## src/rtl/pc_exception_ctrl.sv

```systemverilog
// Exception sequencer for the PC source mux: passes main-control requests through in IDLE,
// and on an exception saves EPC, fetches the handler vector byte, then loads it into PC.
module pc_exception_ctrl #(
  parameter int MEM_LATENCY  = 2,
  parameter int VEC_OPCODE   = 253,
  parameter int VEC_OVERFLOW = 254,
  parameter int VEC_DIV0     = 255
) (
  input  logic        clk,
  input  logic        reset,
  input  logic [2:0]  pc_src_req,
  input  logic        pc_write_req,
  input  logic        exc_opcode,
  input  logic        exc_overflow,
  input  logic        exc_div0,
  input  logic [31:0] pc_current,
  output logic [2:0]  pc_src_sel,
  output logic        pc_write,
  output logic [31:0] epc_out,
  output logic [1:0]  exc_cause,
  output logic [31:0] mem_addr,
  output logic        mem_rd,
  output logic        busy
);

  typedef enum logic [1:0] {IDLE, EXC_SAVE, MEM_WAIT, LOAD_PC} state_t;

  localparam logic [2:0] WAIT_LAST = 3'(MEM_LATENCY - 1);

  state_t      state_reg, state_next;
  logic [1:0]  pend_cause_reg;
  logic [1:0]  exc_cause_reg;
  logic [31:0] epc_reg;
  logic [2:0]  wait_cnt_reg;
  logic [1:0]  win_cause;
  logic [31:0] vec_addr;

  // Fixed priority: opcode > overflow > div0; 00 means no exception.
  always_comb begin
    win_cause = 2'b00;
    if (exc_opcode)        win_cause = 2'b01;
    else if (exc_overflow) win_cause = 2'b10;
    else if (exc_div0)     win_cause = 2'b11;
  end

  always_comb begin
    vec_addr = 32'(VEC_DIV0);
    case (pend_cause_reg)
      2'b01:   vec_addr = 32'(VEC_OPCODE);
      2'b10:   vec_addr = 32'(VEC_OVERFLOW);
      default: vec_addr = 32'(VEC_DIV0);
    endcase
  end

  always_ff @(posedge clk) begin
    if (reset) begin
      state_reg      <= IDLE;
      pend_cause_reg <= 2'b00;
      exc_cause_reg  <= 2'b00;
      epc_reg        <= 32'd0;
      wait_cnt_reg   <= 3'd0;
    end else begin
      state_reg <= state_next;
      case (state_reg)
        IDLE: begin
          wait_cnt_reg <= 3'd0;
          if (win_cause != 2'b00) pend_cause_reg <= win_cause;
        end
        EXC_SAVE: begin
          epc_reg       <= pc_current - 32'd4;
          exc_cause_reg <= pend_cause_reg;
          wait_cnt_reg  <= 3'd0;
        end
        MEM_WAIT: wait_cnt_reg <= wait_cnt_reg + 3'd1;
        default:  wait_cnt_reg <= 3'd0;
      endcase
    end
  end

  always_comb begin
    state_next = state_reg;
    pc_src_sel = 3'b000;
    pc_write   = 1'b0;
    mem_addr   = 32'd0;
    mem_rd     = 1'b0;
    busy       = 1'b0;
    case (state_reg)
      IDLE: begin
        if (win_cause != 2'b00) begin
          state_next = EXC_SAVE;
        end else begin
          pc_src_sel = pc_src_req;
          pc_write   = pc_write_req;
        end
      end
      EXC_SAVE: begin
        mem_addr   = vec_addr;
        mem_rd     = 1'b1;
        busy       = 1'b1;
        state_next = MEM_WAIT;
      end
      MEM_WAIT: begin
        mem_addr = vec_addr;
        mem_rd   = 1'b1;
        busy     = 1'b1;
        if (wait_cnt_reg == WAIT_LAST) state_next = LOAD_PC;
      end
      LOAD_PC: begin
        pc_src_sel = 3'b011;
        pc_write   = 1'b1;
        busy       = 1'b1;
        state_next = IDLE;
      end
      default: state_next = IDLE;
    endcase
  end

  assign epc_out   = epc_reg;
  assign exc_cause = exc_cause_reg;

endmodule

```

## config.mk

```make
export PLATFORM = sky130hd
export DESIGN_NAME = pc_exception_ctrl
export DESIGN_NICKNAME = d
export VERILOG_FILES = /design/src/rtl/pc_exception_ctrl.sv
export SDC_FILE = /design/constraint.sdc
export NUM_CORES = 1
export LEC_CHECK = 0
export BUFFER_PORTS_ARGS = -buffer_cell sky130_fd_sc_hd__buf_4
export CAP_MARGIN = 20
export CORE_MARGIN = 3
export CORE_UTILIZATION = 35
export CTS_BUF_LIST = sky130_fd_sc_hd__clkbuf_2 sky130_fd_sc_hd__clkbuf_4 sky130_fd_sc_hd__clkbuf_8
export CTS_CLUSTER_DIAMETER = 30
export DETAILED_ROUTE_END_ITERATION = 8
export SYNTH_ARGS = -nofsm -noshare
export SYNTH_HDL_FRONTEND = slang
export SYNTH_SLANG_ARGS = --single-unit
```

## constraint.sdc

```tcl
create_clock -name clk -period 3 [get_ports clk]
set_input_delay 0.6 -clock clk [delete_from_list [all_inputs] [get_ports clk]]
set_output_delay 0.6 -clock clk [all_outputs]
set_load 0.02 [all_outputs]
```

### After elaboration in Yosys (flattened, before gate mapping)

Cells that the tools add are included.

* equality and inequality tests: 8
* reductions and logical operators: 7
* bitwise logic cells: 1
* multiplexer cells: 14
* $add $sub $neg: 2

Operators by type and width (count)
* $mux W32: 1
* $sub A32 B3 Y32 const B: 1
* $mux W2: 5
* $pmux W2 S4: 1
* $eq A2 B2 Y1 const B: 3
* $pmux W3 S2: 1
* $eq A2 B1 Y1 const B: 2
* $ne A2 B2 Y1 const B: 2
* $pmux W2 S2: 1
* $reduce_and A2 Y1: 2
* $reduce_or A2 Y1: 2
* $add A3 B1 Y3 const B: 1
* $eq A3 B1 Y1 const B: 1
* $mux W1: 3
* $mux W3: 1
* $reduce_or A3 Y1: 1
* $logic_not A2 Y1: 1
* $pmux W1 S2: 1
* $reduce_bool A2 Y1: 1
* $not A1 Y1: 1

* word-level logic and storage cells: 37
* output and inout bits: 72
* input bits: 41
* register bits: 41

### Longest topological paths before layout

* depth in word-level cells: 6
* depth in mapped cells: 7
* mapped depth without buffers: 6

### Worst setup path before layout

Ideal clock, no wire load.

* path type: input to register
* start point: in pc_current[19]
* end point: reg epc_reg[31] (netlist: epc_out[31])
* data arrival time: 2.455 ns
* stages on the path: 5
* buffers on the path: 1
* slack: 0.454 ns
* data required time: 2.909 ns
* library setup time: 0.091 ns
* cells stage by stage: or4_1 > buf_2 > or4_4 > or4_1 > a311oi_1

* cells in the longest elaborated chain, start to end: 1

RTL lines
* start: declaration: line 16 `input logic [31:0] pc_current,`
* $sub A32 B3 Y32: line 70 `epc_reg <= pc_current - 32'd4;`
* end signal: assignment: line 70
* end: declaration: line 33 `logic [31:0] epc_reg;`

Every way passes these cells.
A chain may end at the register's enable or synchronous reset.

### Worst setup path after layout

Ends and elaborated chain as after synthesis.

==> impl_metrics.toml <==
[global_route]
grt_pass1_wl_mm = 9.549
antenna_found_initial = 0
grt_max_degree = 40
grt_pass1_vias = 2038
grt-ovfl-total = 0
grtUsageTotal_pct = 15.36

[logic_synthesis]
synth_edf_count = 0
ys_types = 38
yosys_warnings = 0
synth.area.top_cells = "dfxtp_1, buf_4, nor2_1"
yosysTopAreaCellShare_pct = 34.49
synth_top_area_cell = "dfxtp_1"
yosysSeqAreaShare_pct = 34.49
synth_cells = 281
synth_top_flop_cell = "dfxtp_1"
avgSynthCellArea_um2 = 8.469
synthArstFlopShare_pct = 0
ys_seq_elements = 41
syn_area_um2 = 2380

[critical_path]
cpMostUsedCell = "or4_1"
timing.rr.start = "state_reg[1]"
endpoint_kind = "flop"
worstSetupStartpoint = "pc_current[19]"
crit_required_ns = 3.20
crit_type = "in2reg"
path_cells = "buf_4, or4_1, or4_4, or4_1, a311oi_1"
cp-start-kind = "input port"
slowest_delay_ns = 0.65
arrival_ns = 2.70
cp_max_fo = 8
reg2reg_slack_ns = 1.13
crit_path_top_delay_cell = "or4_1"
critPathTopFamily = "simple AND/OR/NAND/NOR gates"
critPathBufInv = 1

[sta]
relSlewSlack_pct = 56.41
post-route-period-util_pct = 83.55
period_minus_slack_ns = 2.506
setup_slack_ns = 0.4935
skew_ns = 0.007458
setup_tns_ns = 0
max_freq_mhz = 399.0
slew_viol_final = 0
worst_slew_pin_slew_ns = 0.6538
setup_viol = 0
grt_setup_unrepaired = "false"
hold_viol = 0

[power_and_ir_drop]
p_leak_nw = 1.274
power.total_mw = 2.744
power_density_nw_per_um2 = 889.5
peakVddDrop_uv = 359.9

[floorplanning]
die_h_um = 88.46
die_w_um = 88.46
core_um2 = 6459
rows = 29
start_util_pct = 36.85
die_area_um2 = 7825
ios = 113

[finish]
n_antenna_cell = 0
layout_common_cells = "buf_4, nor2_1, dfxtp_1"
fin_cells = 439
largest_register_ffs = 32
mostFrequentLayoutCell = "buf_4"
drive_above_1_share_pct = 32.87
fin_nets = 410
area_delta_synth_final_pct = 29.65

[clocking]
cts_setup_buffers = 0
clock-root-buffer = "clkbuf_8"
insertion_delay_ns = 0.29
cts-htree-levels = 2
cts_tree = "done"
clock_path_buffers = 2
hold_buffers = 0
path_clk_slew_ns = 0.08
cts.sinks = 41
cts_buffers = 5
cts-resized-gates = 0

[routing]
avgViaCountPerCell = 5.141
route.detailed.drc = 0
detail-route-antenna-nets = 0
wl_per_cell_um = 13.52
drt-initial-drc-count = 81
routed_wl_mm = 5.937
via_count = 2257
dr.pass1.iters = 4

[hold_path]
worstHoldStart = "wait_cnt_reg[0]"
worstHoldPathType = "reg2reg"

[status]
outcome = "finished, final reports clean"

[placed_design]
hpwl_mm = 4.473
dpl.cell_count = 431
dp_slack_ns = 0.1982
gp_congestion = 0.7805
io_buffers = 88

[flow_run]
drv_cap = 0
## per-stage QoR
stage               hold slack [ns]  utilization, %  instance area [um2]
floorplan                    0.4215               -                 2466
global placement             0.4349           46.44                 2999
detailed placement           0.4784           46.44                 2999
CTS                          0.4906           47.77                 3085
global route                 0.5054           47.77                 3085
finish                       0.4782           47.77                 3085
## power by group
part	leakage (nW)	switching (mW)	internal [mW]
Combinational	0.893	0.897	0.643
Clock	0.0439	0.194	0.161
Sequential	0.338	0.113	0.737
Total	1.27	1.20	1.54
## worst paths after layout
kind,end,depth (start not counted)
worst min-delay path,wait_cnt_reg[0],1
worst max-delay path,epc_out[31],5
worst min register to register,wait_cnt_reg[0],1
worst max register to register,epc_out[10],5
## cell families after synthesis
| group | after synthesis | synth area share [%] |
|---|---|---|
| adders and majority gates | 8 | 4.206 |
| AOI/OAI and AO/OA | 58 | 18.35 |
| buffers and inverters | 55 | 13.46 |
| and+or+nand+nor | 103 | 23.55 |
| xor gates and xnor gates | 10 | 3.681 |
| DFF | 41 | 34.49 |
| muxes | 5 | 2.103 |
| other | 1 | 0.1576 |
## layout make-up
class,count,area (um2)
Sequential cell,41,820.8
Clock buffer,5,68.82
Timing Repair Buffer,96,720.7
Fill cell,666,3373
Tap cell,77,96.34
Clock inverter,3,17.52
Inverter,9,33.78
Multi-Input combinational cell,208,1328
## per-layer routing
metal  global-route usage, %  routed length [um]  vias to the layer above
li1                        -                   -                     1136
met3                   5.400                 514                        7
met1                   18.84                2613                     1036
met5                       0                   0                        -
met2                   25.49                2737                       78
met4                   4.396                  72                        0
## cells in the mapped netlist (2+ instances only)
library cell / number
buf_4: 30
a21oi_1: 4
a21boi_0: 2
nand2b_1: 3
buf_1: 6
clkbuf_1: 9
xnor2_1: 3
xor2_1: 7
o31ai_1: 12
nand2_1: 5
or2_2: 4
dfxtp_1: 41
a211oi_1: 11
or4_2: 2
a221oi_1: 2
mux2i_1: 5
a311oi_1: 19
nand4_1: 5
or3_2: 5
nand3_1: 3
ha_1: 8
or4_1: 14
inv_1: 9
nor2_1: 46
or3_1: 2
o21ai_0: 7
nor3_1: 3
nor4_1: 4
## worst register-to-register path, cell delays in order (launching register included)
cell and delay [ns]:
dfxtp_1 0.34, inv_1 0.11, ha_2 0.62, buf_4 0.35, nor2_1 0.08, a311oi_1 0.28
(Power assumes the default switching activity.)
